==> src/rtl/raster_pkg.sv <==
// Shared types and widths for the raster sequencer and its pixel FIFO.
package raster_pkg;

   localparam int COORD_W = 16;
   localparam int DEPTH_W = 2;
   localparam int COLOR_W = 16;

   typedef enum logic [2:0] {
      ST_IDLE,
      ST_START,
      ST_BOUND,
      ST_EDGES,
      ST_SETUP,
      ST_RASTER,
      ST_DRAIN
   } state_t;

   typedef struct packed {
      logic [COORD_W-1:0] x;
      logic [COORD_W-1:0] y;
      logic [DEPTH_W-1:0] depth;
   } vertex_t;

   typedef struct packed {
      logic [COORD_W-1:0] x;
      logic [COORD_W-1:0] y;
      logic [DEPTH_W-1:0] depth;
      logic [COLOR_W-1:0] color;
   } pixel_t;

endpackage

==> src/rtl/raster_pixel_fifo.sv <==
// Pixel FIFO between the rasterizer and the framebuffer writer.
// A push while full is accepted only together with a pop; pops on empty are ignored.
module raster_pixel_fifo
   import raster_pkg::*;
#(
   parameter int DEPTH = 8
) (
   input  logic                 clock,
   input  logic                 reset_n,
   input  logic                 push_i,
   input  pixel_t               push_data_i,
   input  logic                 pop_i,
   output pixel_t               pop_data_o,
   output logic                 full_o,
   output logic                 empty_o,
   output logic [$clog2(DEPTH):0] count_o
);

   localparam int PTR_W = $clog2(DEPTH);
   localparam int CNT_W = PTR_W + 1;

   pixel_t             mem_q [DEPTH];
   logic [PTR_W-1:0]   wr_ptr_q;
   logic [PTR_W-1:0]   rd_ptr_q;
   logic [CNT_W-1:0]   count_q;
   logic               push_en;
   logic               pop_en;

   assign push_en = push_i && (!full_o || pop_i);
   assign pop_en  = pop_i && !empty_o;

   // storage, wrap-around pointers and occupancy
   always_ff @(posedge clock or negedge reset_n) begin
      if (!reset_n) begin
         for (int i = 0; i < DEPTH; i++) mem_q[i] <= '0;
         wr_ptr_q <= '0;
         rd_ptr_q <= '0;
         count_q  <= '0;
      end else begin
         if (push_en) begin
            mem_q[wr_ptr_q] <= push_data_i;
            wr_ptr_q        <= wr_ptr_q + 1'b1;
         end
         if (pop_en) rd_ptr_q <= rd_ptr_q + 1'b1;
         if (push_en && !pop_en)      count_q <= count_q + 1'b1;
         else if (!push_en && pop_en) count_q <= count_q - 1'b1;
      end
   end

   assign pop_data_o = mem_q[rd_ptr_q];
   assign full_o     = (count_q == CNT_W'(DEPTH));
   assign empty_o    = (count_q == '0);
   assign count_o    = count_q;

endmodule

==> src/rtl/raster_sequencer.sv <==
// Triangle raster sequencer: latches a triangle, steps the edge rasterizer
// through its setup stages, buffers emitted pixels and streams them out.
// Optional RASTER watchdog enabled by defining RASTER_SEQ_TIMEOUT_EN.
//
// state     | meaning
// ----------+----------------------------------------------------------
// IDLE      | ready for a triangle
// START     | start_new_triangle pulse
// BOUND     | get_boundary_coords pulse
// EDGES     | form_edges pulse
// SETUP     | pixel_loop_setup pulse
// RASTER    | rasterizer running, pixels pushed, stalls near FIFO full
// DRAIN     | waiting for the pixel FIFO to empty
module raster_sequencer
   import raster_pkg::*;
#(
   parameter int FIFO_DEPTH     = 8,
   parameter int TIMEOUT_CYCLES = 4096
) (
   input  logic               clock,
   input  logic               reset_n,
   input  logic               in_tri_valid,
   output logic               out_tri_ready,
   input  logic [COORD_W-1:0] in_v0_screen_x,
   input  logic [COORD_W-1:0] in_v0_screen_y,
   input  logic [COORD_W-1:0] in_v1_screen_x,
   input  logic [COORD_W-1:0] in_v1_screen_y,
   input  logic [COORD_W-1:0] in_v2_screen_x,
   input  logic [COORD_W-1:0] in_v2_screen_y,
   input  logic [DEPTH_W-1:0] in_v0_depth,
   input  logic [DEPTH_W-1:0] in_v1_depth,
   input  logic [DEPTH_W-1:0] in_v2_depth,
   input  logic [COLOR_W-1:0] in_color,
   output logic [COORD_W-1:0] out_v0_screen_x,
   output logic [COORD_W-1:0] out_v0_screen_y,
   output logic [COORD_W-1:0] out_v1_screen_x,
   output logic [COORD_W-1:0] out_v1_screen_y,
   output logic [COORD_W-1:0] out_v2_screen_x,
   output logic [COORD_W-1:0] out_v2_screen_y,
   output logic [DEPTH_W-1:0] out_v0_depth,
   output logic [DEPTH_W-1:0] out_v1_depth,
   output logic [DEPTH_W-1:0] out_v2_depth,
   output logic [COLOR_W-1:0] out_color,
   output logic               out_sig_start_new_triangle,
   output logic               out_sig_get_boundary_coords,
   output logic               out_sig_form_edges,
   output logic               out_sig_pixel_loop_setup,
   output logic               out_sig_rasterize_pixels,
   input  logic               in_sig_rasterize_write_pixel,
   input  logic               in_sig_rasterize_done,
   input  logic [COORD_W-1:0] in_pixel_x,
   input  logic [COORD_W-1:0] in_pixel_y,
   input  logic [DEPTH_W-1:0] in_pixel_depth,
   input  logic [COLOR_W-1:0] in_pixel_color,
   output logic               out_pix_valid,
   input  logic               in_pix_ready,
   output logic [COORD_W-1:0] out_pix_x,
   output logic [COORD_W-1:0] out_pix_y,
   output logic [DEPTH_W-1:0] out_pix_depth,
   output logic [COLOR_W-1:0] out_pix_color,
   output logic               out_busy,
   output logic               out_overflow,
   output logic               out_timeout
);

   localparam int CNT_W = $clog2(FIFO_DEPTH) + 1;

   if (FIFO_DEPTH < 4 || (FIFO_DEPTH & (FIFO_DEPTH - 1)) != 0) begin : g_bad_depth
      $error("FIFO_DEPTH must be a power of two and at least 4");
   end
   if (TIMEOUT_CYCLES < 2) begin : g_bad_timeout
      $error("TIMEOUT_CYCLES must be at least 2");
   end

   state_t             state_q;
   vertex_t            v0_q, v1_q, v2_q;
   logic [COLOR_W-1:0] color_q;
   logic               tri_ready_q, busy_q, overflow_q;
   logic               start_q, bound_q, edges_q, setup_q, rast_q;

   logic               push, pop, push_ok, ovf_evt, stall_d;
   logic               fifo_full, fifo_empty;
   logic [CNT_W-1:0]   fifo_count, cnt_d;
   pixel_t             push_pix, head_pix;

   assign push     = (state_q == ST_RASTER) && in_sig_rasterize_write_pixel;
   assign pop      = in_pix_ready && !fifo_empty;
   assign push_ok  = push && (!fifo_full || pop);
   assign ovf_evt  = push && fifo_full && !pop;
   assign push_pix = '{x: in_pixel_x, y: in_pixel_y, depth: in_pixel_depth, color: in_pixel_color};

   // post-edge occupancy, so the stall output tracks the count without lag
   always_comb begin
      cnt_d = fifo_count;
      if (push_ok && !pop)      cnt_d = fifo_count + 1'b1;
      else if (!push_ok && pop) cnt_d = fifo_count - 1'b1;
   end

   assign stall_d = (cnt_d >= CNT_W'(FIFO_DEPTH - 2));

   raster_pixel_fifo #(.DEPTH(FIFO_DEPTH)) u_fifo (
      .clock       (clock),
      .reset_n     (reset_n),
      .push_i      (push_ok),
      .push_data_i (push_pix),
      .pop_i       (pop),
      .pop_data_o  (head_pix),
      .full_o      (fifo_full),
      .empty_o     (fifo_empty),
      .count_o     (fifo_count)
   );

`ifdef RASTER_SEQ_TIMEOUT_EN
   localparam int TMR_W = $clog2(TIMEOUT_CYCLES) + 1;
   logic [TMR_W-1:0] tmr_q;
   logic             timeout_q;
   assign out_timeout = timeout_q;
`else
   assign out_timeout = 1'b0;
`endif

   // sequencing FSM with registered stage controls and triangle latches
   always_ff @(posedge clock or negedge reset_n) begin
      if (!reset_n) begin
         state_q     <= ST_IDLE;
         v0_q        <= '0;
         v1_q        <= '0;
         v2_q        <= '0;
         color_q     <= '0;
         tri_ready_q <= 1'b0;
         busy_q      <= 1'b0;
         overflow_q  <= 1'b0;
         start_q     <= 1'b0;
         bound_q     <= 1'b0;
         edges_q     <= 1'b0;
         setup_q     <= 1'b0;
         rast_q      <= 1'b0;
`ifdef RASTER_SEQ_TIMEOUT_EN
         tmr_q       <= '0;
         timeout_q   <= 1'b0;
`endif
      end else begin
         start_q <= 1'b0;
         bound_q <= 1'b0;
         edges_q <= 1'b0;
         setup_q <= 1'b0;
         if (ovf_evt) overflow_q <= 1'b1;
         case (state_q)
            ST_IDLE: begin
               tri_ready_q <= 1'b1;
               if (in_tri_valid && tri_ready_q) begin
                  v0_q        <= '{x: in_v0_screen_x, y: in_v0_screen_y, depth: in_v0_depth};
                  v1_q        <= '{x: in_v1_screen_x, y: in_v1_screen_y, depth: in_v1_depth};
                  v2_q        <= '{x: in_v2_screen_x, y: in_v2_screen_y, depth: in_v2_depth};
                  color_q     <= in_color;
                  tri_ready_q <= 1'b0;
                  busy_q      <= 1'b1;
                  start_q     <= 1'b1;
                  state_q     <= ST_START;
               end
            end
            ST_START: begin
               bound_q <= 1'b1;
               state_q <= ST_BOUND;
            end
            ST_BOUND: begin
               edges_q <= 1'b1;
               state_q <= ST_EDGES;
            end
            ST_EDGES: begin
               setup_q <= 1'b1;
               state_q <= ST_SETUP;
            end
            ST_SETUP: begin
               rast_q  <= !stall_d;
               state_q <= ST_RASTER;
`ifdef RASTER_SEQ_TIMEOUT_EN
               tmr_q   <= '0;
`endif
            end
            ST_RASTER: begin
               if (in_sig_rasterize_done) begin
                  rast_q  <= 1'b0;
                  state_q <= ST_DRAIN;
               end
`ifdef RASTER_SEQ_TIMEOUT_EN
               else if (tmr_q == TMR_W'(TIMEOUT_CYCLES - 1)) begin
                  timeout_q <= 1'b1;
                  rast_q    <= 1'b0;
                  state_q   <= ST_DRAIN;
               end
`endif
               else begin
                  rast_q <= !stall_d;
`ifdef RASTER_SEQ_TIMEOUT_EN
                  tmr_q  <= tmr_q + 1'b1;
`endif
               end
            end
            ST_DRAIN: begin
               if (fifo_empty) begin
                  busy_q      <= 1'b0;
                  tri_ready_q <= 1'b1;
                  state_q     <= ST_IDLE;
               end
            end
            default: begin
               busy_q      <= 1'b0;
               rast_q      <= 1'b0;
               tri_ready_q <= 1'b0;
               state_q     <= ST_IDLE;
            end
         endcase
      end
   end

   assign out_tri_ready               = tri_ready_q;
   assign out_busy                    = busy_q;
   assign out_overflow                = overflow_q;
   assign out_sig_start_new_triangle  = start_q;
   assign out_sig_get_boundary_coords = bound_q;
   assign out_sig_form_edges          = edges_q;
   assign out_sig_pixel_loop_setup    = setup_q;
   assign out_sig_rasterize_pixels    = rast_q;

   assign out_v0_screen_x = v0_q.x;
   assign out_v0_screen_y = v0_q.y;
   assign out_v0_depth    = v0_q.depth;
   assign out_v1_screen_x = v1_q.x;
   assign out_v1_screen_y = v1_q.y;
   assign out_v1_depth    = v1_q.depth;
   assign out_v2_screen_x = v2_q.x;
   assign out_v2_screen_y = v2_q.y;
   assign out_v2_depth    = v2_q.depth;
   assign out_color       = color_q;

   assign out_pix_valid = !fifo_empty;
   assign out_pix_x     = head_pix.x;
   assign out_pix_y     = head_pix.y;
   assign out_pix_depth = head_pix.depth;
   assign out_pix_color = head_pix.color;

endmodule

==> config.mk <==
export PLATFORM = sky130hd
export DESIGN_NAME = raster_sequencer
export DESIGN_NICKNAME = d
export VERILOG_FILES = /design/src/rtl/raster_pkg.sv /design/src/rtl/raster_pixel_fifo.sv /design/src/rtl/raster_sequencer.sv
export SDC_FILE = /design/constraint.sdc
export NUM_CORES = 1
export LEC_CHECK = 0
export ABC_CLOCK_PERIOD_IN_PS = 2600
export BUFFER_PORTS_ARGS = -buffer_cell sky130_fd_sc_hd__buf_2
export CORE_MARGIN = 4
export CORE_UTILIZATION = 30
export CTS_BUF_LIST = sky130_fd_sc_hd__clkbuf_4
export DETAILED_ROUTE_END_ITERATION = 10
export GPL_ROUTABILITY_DRIVEN = 0
export GPL_TIMING_DRIVEN = 0
export HOLD_SLACK_MARGIN = 0.15
export PLACE_DENSITY = 0.5
export SETUP_SLACK_MARGIN = 0.05
export SYNTH_ARGS = -nofsm -noshare
export SYNTH_HDL_FRONTEND = slang
export SYNTH_SLANG_ARGS = --single-unit
==> constraint.sdc <==
create_clock -name clock -period 2.6 [get_ports clock]
set_clock_uncertainty 0.05 [all_clocks]
set_input_delay 0.26 -clock clock [delete_from_list [all_inputs] [get_ports clock]]
set_output_delay 0.26 -clock clock [all_outputs]
set_load 0.03 [all_outputs]
==> results.py, run 1 <==
metrics = {
    "run_status": {
        "status": "finished with violations",
        "failed_checks": "negative setup slack",
    },
    "grt": {
        "antenna_found_initial": 5,
        "grt_pass1_wl_um": 106000,
        "grt_overflow": 0,
        "grt_max_degree": 125,
        "grt.total_usage_pct": 16.9,
        "grt_pass1_vias": 18100,
    },
    "place": {
        "port_buffers": 349,
        "dpl.hpwl_um": 43600,
        "placedCellCount": 2791,
    },
    "power": {
        "p_leak_nw": 15.6,
        "ir_drop_uv": 624,
        "p_per_area_mw_per_mm2": 1140,
    },
    "timing": {
        "fin_worst_hold_slack_ns": 0.286,
        "setup_ws_ns": -0.500,
        "worstMarginPinSlew_ns": 0.768,
        "fmax_mhz": 323,
        "min_period_ns": 3.10,
        "drv_slew": 0,
        "tns_ns": -22.67,
        "setup_violations": 50,
        "fin_crit_sh_pct": 119,
        "final-hold-violation-count": 0,
        "maxSlewHeadroom_pct": 48.8,
        "grt_setup_unrepaired": "yes",
    },
    "route": {
        "viasPerCell": 4.66,
        "ant_nets": 0,
        "avgRoutedWirePerCell_um": 19.9,
        "num_vias": 16000,
        "drc": 0,
        "routed_wl_um": 68200,
        "drt_pre_antenna_iters": 6,
        "drt_iter0_drc": 447,
    },
    "final_layout": {
        "num-nets-final": 2462,
        "area_delta_synth_final_pct": 40.1,
        "stdcell_count": 3430,
        "fill_cells": 7089,
        "drive_gt1_share_pct": 55.8,
        "mostFrequentLayoutCells": "537 x dfrtp_1, 504 x mux2_2, 352 x dlygate4sd3_1, 347 x buf_2, 244 x clkbuf_4",
        "layout_commonest_cell": "dfrtp_1",
    },
    "synth": {
        "synthTopCellsByArea": "dfrtp_1 58%, mux2_2 25%, mux4_2 9.7%",
        "ys_ff_latch": 539,
        "synth-warning-count": 0,
        "yosys.area.top_type_share_pct": 57.8,
        "synth_cells": 1398,
        "synth_ff_type": "dfrtp_1",
        "synth_seq_area_share_pct": 57.8,
        "avgSynthCellArea_um2": 16.7,
        "synth_edf_count": 0,
        "yosysTopAreaCell": "dfrtp_1",
        "synth_nets": 1578,
        "netlist_area_mm2": 0.0233,
        "async_flop_share_pct": 100,
        "yosys.cell_types.count": 44,
    },
    "clocking": {
        "clockBufferDepth": 3,
        "clock_sinks": 539,
        "cts_made_buffers": 159,
        "cts-root-buf": "clkbuf_4",
        "clkTransAtPathRegs_ns": 0.05,
        "clk-insertion-delay-late_ns": 0.94,
        "cts.htree.levels": 4,
        "cts_tree": "done",
    },
    "die": {
        "start_util_pct": 30.2,
        "dieArea_mm2": 0.0823,
        "die_w_um": 287,
        "die_y_um": 287,
        "rows": 102,
        "coreArea_mm2": 0.0772,
        "ios": 352,
    },
    "worst_setup_path": {
        "cp_slowest_cell": "mux4_2",
        "cp-start-kind": "register",
        "path_buf_inv": 3,
        "path_delay_family": "multiplexers",
        "critPathKind": "reg2out",
        "cp.arrival_ns": 2.79,
        "crit_chain": "clkbuf_16, buf_16, mux4_2, mux2_2, buf_2",
        "required_ns": 2.29,
        "r2r.worst_path.cells": 11,
        "critPathMaxStageDelay_ns": 0.51,
        "cp-end-kind": "output pin",
        "crit_cells": 5,
        "worstPathMaxFanout": 10,
    },
    "min_path": {
        "hold_class": "in2reg",
        "holdPathStages": 3,
    },
    "job": {
        "drv_cap": 0,
    },
}
## layer usage
metal / up-vias / track usage (%) / share of wire [%]
met2: 490 / 28.4 / 50
met1: 8261 / 20.3 / 41
met5: - / 0 / 0.022
met3: 127 / 5.65 / 6.7
met4: 2 / 5.87 / 2.7
li1: 7090 / - / -
## Yosys cell counts, types with 4 or more instances
| library cell | number |
|---|---|
| a21oi_1 | 8 |
| buf_2 | 40 |
| buf_4 | 13 |
| buf_6 | 10 |
| clkbuf_1 | 29 |
| dfrtp_1 | 539 |
| ha_1 | 6 |
| inv_1 | 7 |
| mux2_1 | 57 |
| mux2_2 | 513 |
| mux4_2 | 100 |
| nand2_1 | 12 |
| nand2b_1 | 4 |
| nor2_1 | 8 |
| o21ai_0 | 5 |
| xnor2_1 | 6 |
| xor2_1 | 4 |
## power breakdown
| part | leakage (nW) | internal, mW | switching, mW |
|---|---|---|---|
| sequential | 7.02 | 11.7 | 1.66 |
| combinational | 7.45 | 7.68 | 8.25 |
| clock | 1.17 | 4.30 | 3.73 |
## through the flow
| stage | instance area (µm²) | power, mW | setup slack (ns) | util, % |
|---|---|---|---|---|
| after global placement | 26400 | 27.7 | -9.97 | 34.2 |
| after CTS | 32600 | 37.8 | -0.690 | 42.2 |
| final | 32700 | 37.3 | -0.500 | 42.3 |
| after floorplan | 23300 | 23.4 | 0.0992 | - |
| after detailed placement | 26500 | 28.0 | -0.525 | 34.3 |
| after global routing | 32700 | 39.7 | -0.684 | 42.3 |
## worst min-delay path: stages
cell and delay, ns:
dlygate4sd3_1 0.60, buf_2 0.21, mux2_1 0.15
## layout make-up
| class | count | area, µm² | share of cell area [%] |
|---|---|---|---|
| antenna | 5 | 12.5 | 0.0383 |
| buffer | 92 | 860 | 2.63 |
| clock buffer | 227 | 1700 | 5.21 |
| clock inverter | 37 | 268 | 0.819 |
| inverter | 7 | 31.3 | 0.0957 |
| multi-input combinational | 759 | 9380 | 28.7 |
| sequential | 539 | 13500 | 41.3 |
| tap | 1040 | 1300 | 3.98 |
| timing repair buffer | 724 | 5640 | 17.3 |
## state kept, by name, indices dropped and copies added, names as in the netlist, 4 cells and up
name	count
out_v0_screen_y	16
out_v1_screen_y	16
u_fifo.mem_q	400
out_v0_screen_x	16
out_v2_screen_y	16
out_v2_screen_x	16
u_fifo.count_o	4
out_color	16
out_v1_screen_x	16
## logic make-up (layout without fill, tap and decap cells)
family | after synthesis | after routing | share of synthesized area, %
DFF | 539 | 539 | 57.8
muxes | 671 | 671 | 37.2
AOI/OAI and AO/OA | 24 | 24 | 0.670
buffers and inverters | 100 | 1087 | 2.35
xor gates and xnor gates | 10 | 10 | 0.375
and+or+nand+nor | 47 | 47 | 1.25
other | 1 | 6 | 0.0161
adders and majority gates | 6 | 6 | 0.322
## worst paths after layout
| path | start | slack, ns | endpoint |
|---|---|---|---|
| max | u_fifo.rd_ptr_q[0]$_DFFE_PN0P_ | -0.50 | out_pix_y[5] |
| min | in_pixel_y[3] | 0.29 | u_fifo.mem_q[271]$_DFFE_PN0P_ |
| max reg2reg | u_fifo.count_o[1]$_DFFE_PN0P_ | 0.07 | u_fifo.count_o[3]$_DFFE_PN0P_ |
| min reg2reg | u_fifo.mem_q[296]$_DFFE_PN0P_ | 0.43 | u_fifo.mem_q[296]$_DFFE_PN0P_ |
| max in group asynchronous | reset_n | 0.45 | out_v0_screen_y[1]$_DFFE_PN0P_ |
| min in group asynchronous | reset_n | 0.43 | u_fifo.mem_q[108]$_DFFE_PN0P_ |
## timing repair
action / CTS / global route
buffers inserted: 11 / 5
pin swaps: 6 / 2
hold endpoints to repair: 961 / 0
resized for setup: 144 / 29
setup endpoints to repair: 441 / 243
gates cloned: 1 / 1
hold buffers: 353 / 0
(Power assumes the default switching activity.)
==> run 2: changes to the inputs <==
- ABC_AREA: default -> 1
==> run 2 against run 1 <==
Net effect: the run still ends with negative setup slack left; via count rose by 46%; sequential power is essentially flat; largest cell class unchanged; largest power group unchanged; critical path depth is 5 higher; highest routed layer unchanged; cell count up 41%.
==> results.py, run 2 <==
metrics = {
    "run_status": {
        "status": "finished with violations",
        "failed_checks": "negative setup slack",
    },
    "grt": {
        "grt_pass1_vias": 24600,
        "use_met2_pct": 37.0,
        "antenna_found_initial": 8,
        "use_met1_pct": 28.1,
        "use_met3_pct": 5.16,
        "grt-busiest-layer": "met2",
        "grt_pass1_wl_um": 142000,
        "grt_overflow": 0,
        "grt.total_usage_pct": 22.3,
        "grt_max_degree": 112,
    },
    "clocking": {
        "clock_sinks": 539,
        "cts_made_buffers": 156,
        "clkTransAtPathRegs_ns": 0.07,
        "cts-root-buf": "clkbuf_4",
        "cts.htree.levels": 4,
        "cts_tree": "done",
        "clockBufferDepth": 3,
        "clk-insertion-delay-late_ns": 0.98,
    },
    "power": {
        "p_sw_mw": 18.5,
        "swShare_pct": 44.6,
        "seq_power_share_pct": 31.9,
        "pwr-share-clk_pct": 18.8,
        "ir_drop_uv": 658,
        "p_leak_nw": 16.2,
        "finalPower_mw": 41.4,
        "p_per_area_mw_per_mm2": 1220,
        "p_int_mw": 22.9,
        "comb_power_share_pct": 49.2,
    },
    "die": {
        "die_w_um": 285,
        "dieArea_mm2": 0.0815,
        "coreArea_mm2": 0.0761,
        "start_util_pct": 30.4,
        "die_y_um": 285,
        "rows": 101,
        "ios": 352,
    },
    "worst_setup_path": {
        "crit_path_end": "out_pix_x[12]",
        "crit_path_start": "u_fifo.rd_ptr_q[0]$_DFFE_PN0P_",
        "r2r_end": "out_v0_screen_y[8]$_DFFE_PN0P_",
        "critPathKind": "reg2out",
        "r2r_start": "state_q[2]$_DFFE_PN0P_",
        "cp.arrival_ns": 2.86,
        "crit_chain": "inv_2, buf_12, buf_12, clkbuf_16, buf_6, o21ai_2, o22ai_1, nor2_1, a31oi_2, buf_6",
        "worstPathMaxFanout": 8,
        "cp-end-kind": "output pin",
        "r2r.worst_path.cells": 9,
        "cp_slowest_cell": "dfrtp_2",
        "reg2reg_slack_ns": 0.21,
        "critPathMaxStageDelay_ns": 0.46,
        "cp-start-kind": "register",
        "required_ns": 2.29,
    },
    "timing": {
        "setup_ws_ns": -0.573,
        "maxSlewHeadroom_pct": 49.5,
        "fin_crit_sh_pct": 122,
        "min_period_ns": 3.17,
        "final-hold-violation-count": 0,
        "fin_worst_hold_slack_ns": 0.226,
        "grt_setup_unrepaired": "yes",
        "tns_ns": -22.66,
        "fmax_mhz": 315,
        "worstMarginPinSlew_ns": 0.757,
        "setup_violations": 50,
        "drv_slew": 0,
    },
    "route": {
        "avgRoutedWirePerCell_um": 19.0,
        "routed_wl_um": 91900,
        "drc": 0,
        "ant_nets": 0,
        "drt_iter0_drc": 1517,
        "viasPerCell": 4.82,
        "num_vias": 23400,
        "drt_pre_antenna_iters": 5,
    },
    "synth": {
        "synthTopCellsByArea": "dfrtp_1 58%, nand2_1 13%, o21ai_0 10%",
        "yosys.area.top_type_share_pct": 58.4,
        "synth_nets": 2904,
        "ys_ff_latch": 539,
        "avgSynthCellArea_um2": 8.48,
        "synth_most_common_cell": "nand2_1",
        "synth_ff_type": "dfrtp_1",
        "yosys.cell_types.count": 32,
        "synth_cells": 2724,
        "netlist_area_mm2": 0.0231,
        "synth_seq_area_share_pct": 58.4,
        "synth_edf_count": 0,
        "async_flop_share_pct": 100,
        "synth_common_cells": "791 x nand2_1, 539 x dfrtp_1, 464 x o21ai_0",
        "synth-warning-count": 0,
        "yosysTopAreaCell": "dfrtp_1",
    },
    "final_layout": {
        "layout_commonest_cell": "nand2_1",
        "mostFrequentLayoutCells": "791 x nand2_1, 536 x dfrtp_1, 448 x o21ai_0, 448 x dlygate4sd3_1, 361 x buf_2",
        "post-route-util_pct": 44.8,
        "drive_gt1_share_pct": 22.8,
        "largest_reg_flops": 400,
        "num-nets-final": 3887,
        "area_delta_synth_final_pct": 47.6,
        "largest_register": "u_fifo.mem_q",
    },
    "min_path": {
        "hold_class": "in2reg",
        "hold_start": "in_pixel_x[13]",
        "holdPathStages": 4,
    },
    "place": {
        "place_ws_ns": -0.448,
        "port_buffers": 350,
        "dpl.hpwl_um": 58900,
    },
    "job": {
        "drv_cap": 0,
    },
}
==> run 2: worst max-delay path, delay by kind of cell, from the launching register on <==
family / cells / cell delay (ns)
buf+inv: 6 / 0.85
compound gates: 3 / 0.47
flops: 1 / 0.46
simple gates: 1 / 0.09
==> run 2: cell type report <==
type | count | area [µm²]
buffer | 185 | 1300
tap | 1030 | 1290
clock buffer | 211 | 1580
multi-input combinational | 1922 | 8940
fill | 7490 | 42000
inverter | 76 | 285
antenna | 13 | 32.5
sequential | 539 | 13500
timing repair buffer | 827 | 6910
clock inverter | 39 | 262
==> run 2: layer usage <==
metal | wire (µm) | part of all wire (%) | vias up
met4 | 3290 | 3.6 | 4
met3 | 5940 | 6.5 | 215
met2 | 43500 | 47 | 837
li1 | - | - | 11000
met1 | 39100 | 43 | 11300
met5 | 27 | 0.029 | -
==> run 2: what timing repair did <==
action / 4_1_cts / 5_1_grt
buffers inserted: 11 / 4
hold endpoints to repair: 965 / 0
resized for setup: 283 / 76
pin swaps: 22 / 26
cloned: 4 / 4
hold buffers: 449 / 0
endpoints found under the setup margin: 51 / 239
==> run 2: power groups by stage <==
| stage | clock network (mW) | logic, mW | registers [mW] |
|---|---|---|---|
| floorplan | 0 | 9.15 | 14.5 |
| global placement | 0 | 16.5 | 13.2 |
| detailed placement | 0 | 16.6 | 13.2 |
| CTS | 8.05 | 19.6 | 13.1 |
| global route | 8.51 | 22.1 | 13.5 |
| finish | 7.80 | 20.4 | 13.2 |
==> run 2: cell families after synthesis <==
family,share of synthesized area [%]
AOI/OAI and AO/OA,16.3
xor gates and xnor gates,0.152
adders and majority gates,0.325
buffers and inverters,4.94
DFF,58.4
other,0.0162
and+or+nand+nor,19.9
==> run 2: per-stage QoR <==
stage / instances / area [µm²]
floorplan: 2724 / 23100
global placement: 4104 / 26100
detailed placement: 4109 / 26300
CTS: 4823 / 33700
global route: 4838 / 34100
finish: 4842 / 34100
==> run 2: how the worst min path moves through the flow <==
stage | end | slack [ns]
6_report | u_fifo.mem_q[97]$_DFFE_PN0P_ | 0.23
2_1_floorplan | out_busy$_DFFE_PN0P_ | -0.09
3_3_place_gp | out_v2_screen_x[7]$_DFFE_PN0P_ | 0.40
3_5_place_dp | out_color[6]$_DFFE_PN0P_ | 0.08
5_1_grt | u_fifo.mem_q[247]$_DFFE_PN0P_ | 0.18
4_1_cts | out_color[8]$_DFFE_PN0P_ | 0.15
==> run 3: changes to the inputs <==
- SYNTH_HIERARCHICAL: default -> 1
==> run 3 against run 2 <==
Net effect: register-to-register slack got worse by 0.21 ns; largest power group unchanged; highest routed layer unchanged; wire length up 28%; die area is 13% higher; the flow still finishes with violations (negative setup slack).
==> results.py, run 3 <==
metrics = {
    "power": {
        "p_leak_nw": 19.6,
        "ir_drop_uv": 948,
        "p_per_area_mw_per_mm2": 1120,
    },
    "worst_setup_path": {
        "cp-start-kind": "register",
        "crit_path_start": "u_fifo/rd_ptr_q[0]$_DFFE_PN0P_",
        "r2r_start": "u_fifo/wr_ptr_q[1]$_DFFE_PN0P_",
        "reg2reg_slack_ns": 0,
        "cp.arrival_ns": 2.70,
        "cp-end-kind": "output pin",
        "crit_path_end": "out_pix_y[10]",
        "r2r.worst_path.cells": 8,
        "required_ns": 2.29,
        "worstPathMaxFanout": 10,
        "r2r_end": "u_fifo/mem_q[100]$_DFFE_PN0P_",
        "critPathKind": "reg2out",
    },
    "timing": {
        "setup_ws_ns": -0.414,
        "fin_crit_sh_pct": 116,
        "final-hold-violation-count": 0,
        "grt_setup_unrepaired": "yes",
        "drv_slew": 0,
        "fmax_mhz": 332,
        "fin_worst_hold_slack_ns": 0.227,
        "maxSlewHeadroom_pct": 36.2,
        "setup_violations": 51,
        "worstMarginPinSlew_ns": 0.954,
        "min_period_ns": 3.01,
    },
    "final_layout": {
        "fin_area_mm2": 0.0376,
        "drive_gt1_share_pct": 22.1,
        "fill_cells": 8752,
        "layout_commonest_cell": "nand2_1",
        "mostFrequentLayoutCells": "1688 x nand2_1, 532 x dfrtp_1, 468 x dlygate4sd3_1, 403 x nand4_1, 360 x buf_2",
        "largest_register": "u_fifo/mem_q",
        "area_delta_synth_final_pct": 43.4,
        "num-nets-final": 4581,
        "largest_reg_flops": 400,
        "post-route-util_pct": 43.4,
    },
    "die": {
        "start_util_pct": 30.2,
        "rows": 108,
        "ios": 352,
        "dieArea_mm2": 0.0923,
        "die_y_um": 304,
        "die_w_um": 304,
        "coreArea_mm2": 0.0868,
    },
    "place": {
        "dpl.hpwl_um": 75800,
        "port_buffers": 300,
        "placed_cell_area_mm2": 0.0294,
        "place_ws_ns": -0.582,
    },
    "synth": {
        "synth-xor-area-share_pct": 0.200,
        "yosys.area.top_type_share_pct": 51.4,
        "synth_ff_type": "dfrtp_1",
        "synth_seq_area_share_pct": 51.4,
        "synth_compound_area_share_pct": 4.15,
        "synth_top_family_by_area": "simple AND/OR/NAND/NOR gates",
        "synth_most_common_cell": "nand2_1",
        "synth_fa_ha_area_share_pct": 0.410,
        "yosys.cell_types.count": 34,
        "ys_ff_latch": 539,
        "synth_nets": 3619,
        "yosysTopAreaCell": "dfrtp_1",
        "async_flop_share_pct": 100,
        "synth_edf_count": 0,
        "avgSynthCellArea_um2": 7.63,
        "yosys.area_share.simple_pct": 37.3,
        "synth_common_cells": "1760 x nand2_1, 539 x dfrtp_1, 403 x nand4_1",
        "synth_cells": 3437,
        "synthTopCellsByArea": "dfrtp_1 51%, nand2_1 25%, nand4_1 9.6%",
        "synth-warning-count": 6,
        "synthMuxAreaShare_pct": 0,
        "netlist_area_mm2": 0.0262,
    },
    "grt": {
        "antenna_found_initial": 2,
        "grt_pass1_wl_um": 179000,
        "grt-busiest-layer": "met2",
        "use_met1_pct": 32.0,
        "grt_pass1_vias": 28800,
        "use_met2_pct": 41.3,
        "grt.total_usage_pct": 25.0,
        "use_met3_pct": 5.40,
        "grt_max_degree": 114,
        "grt_overflow": 0,
    },
    "clocking": {
        "cts_made_buffers": 157,
        "cts_tree": "done",
        "clockBufferDepth": 3,
        "cts-root-buf": "clkbuf_4",
        "clkTransAtPathRegs_ns": 0.07,
        "cts.htree.levels": 4,
        "clock_sinks": 539,
        "clk-insertion-delay-late_ns": 1.01,
    },
    "route": {
        "num_vias": 28300,
        "ant_nets": 0,
        "drt_iter0_drc": 2412,
        "avgRoutedWirePerCell_um": 20.8,
        "viasPerCell": 5.00,
        "drc": 0,
        "routed_wl_um": 118000,
        "drt_pre_antenna_iters": 6,
    },
    "job": {
        "drv_cap": 0,
    },
    "run_status": {
        "status": "finished with violations",
        "failed_checks": "negative setup slack",
    },
    "min_path": {
        "hold_class": "in2reg",
    },
}
-- run 3: cell count changes after synthesis, sizes merged, moves of 50 or more --
cell	change
buf	+89
nand4	+402
nand2	+964
clkbuf	+50
a31oi	-52
o21ai	-401
nor2	-253
-- run 3: layout make-up --
type,count,area (µm²),area share (%)
diodes,1,2.50,0.00665
plain buffers,325,2150,5.71
clock buffers,228,1710,4.55
clock inverters,39,314,0.835
inverters,28,145,0.386
multi-input cells,2544,11400,30.3
flip-flops and latches,539,13500,35.9
well taps,1155,1450,3.84
repair buffers,804,6950,18.5
-- run 3: timing repair --
action	CTS	global route
pin swaps	33	24
hold buffers	470	0
setup buffers	14	12
cloned	2	1
hold endpoints to repair	975	0
endpoints found under the setup margin	455	254
gates resized for setup	340	111
-- run 3: routing by layer --
metal,vias up,part of all wire [%]
met3,267,7.3
met2,1172,47
met1,13700,42
li1,13200,-
met5,-,0.011
met4,2,3.9
-- run 3: logic make-up (layout without fill, tap and decap cells) --
| logic type | Yosys count | count (layout) |
|---|---|---|
| DFF | 539 | 539 |
| other | 1 | 2 |
| buffers and inverters | 354 | 1424 |
| adders and majority gates | 8 | 8 |
| AOI/OAI and AO/OA | 216 | 216 |
| xor gates and xnor gates | 6 | 6 |
| and+or+nand+nor | 2313 | 2313 |
-- run 3: how the worst min path moves through the flow --
stage	startpoint	end	slack [ns]	depth (start not counted)
floorplan	reset_n	out_busy$_DFFE_PN0P_	-0.09	0
global placement	u_fifo/mem_q[174]$_DFFE_PN0P_	u_fifo/mem_q[174]$_DFFE_PN0P_	0.40	2
detailed placement	reset_n	out_v1_screen_x[5]$_DFFE_PN0P_	0.13	1
CTS	in_pixel_x[13]	u_fifo/mem_q[247]$_DFFE_PN0P_	0.15	4
global route	in_pixel_x[13]	u_fifo/mem_q[247]$_DFFE_PN0P_	0.18	4
finish	in_pixel_x[13]	u_fifo/mem_q[247]$_DFFE_PN0P_	0.23	4
-- run 3: power breakdown --
part | switching, mW | internal [mW]
Combinational | 14.1 | 7.13
Sequential | 1.57 | 11.0
Clock | 3.91 | 4.58
-- run 3: metrics by stage --
stage               power, mW  std cells   TNS, ns
floorplan                23.2       3437         0
detailed placement       29.9       4897   -128.82
global placement         29.8       4892  -5974.13
global route             44.7       5663    -24.76
CTS                      41.7       5649    -22.45
finish                   42.2       5663    -17.20
-- run 3: critical path, stage by stage (launching register included) --
cell and delay (ns):
dfrtp_2 0.46, buf_12 0.17, inv_12 0.09, buf_16 0.15, buf_12 0.15, nand2_1 0.05, nand2_1 0.07, nand2_1 0.06
o21ai_1 0.09, nand2_1 0.12, nand2_4 0.13, buf_6 0.14
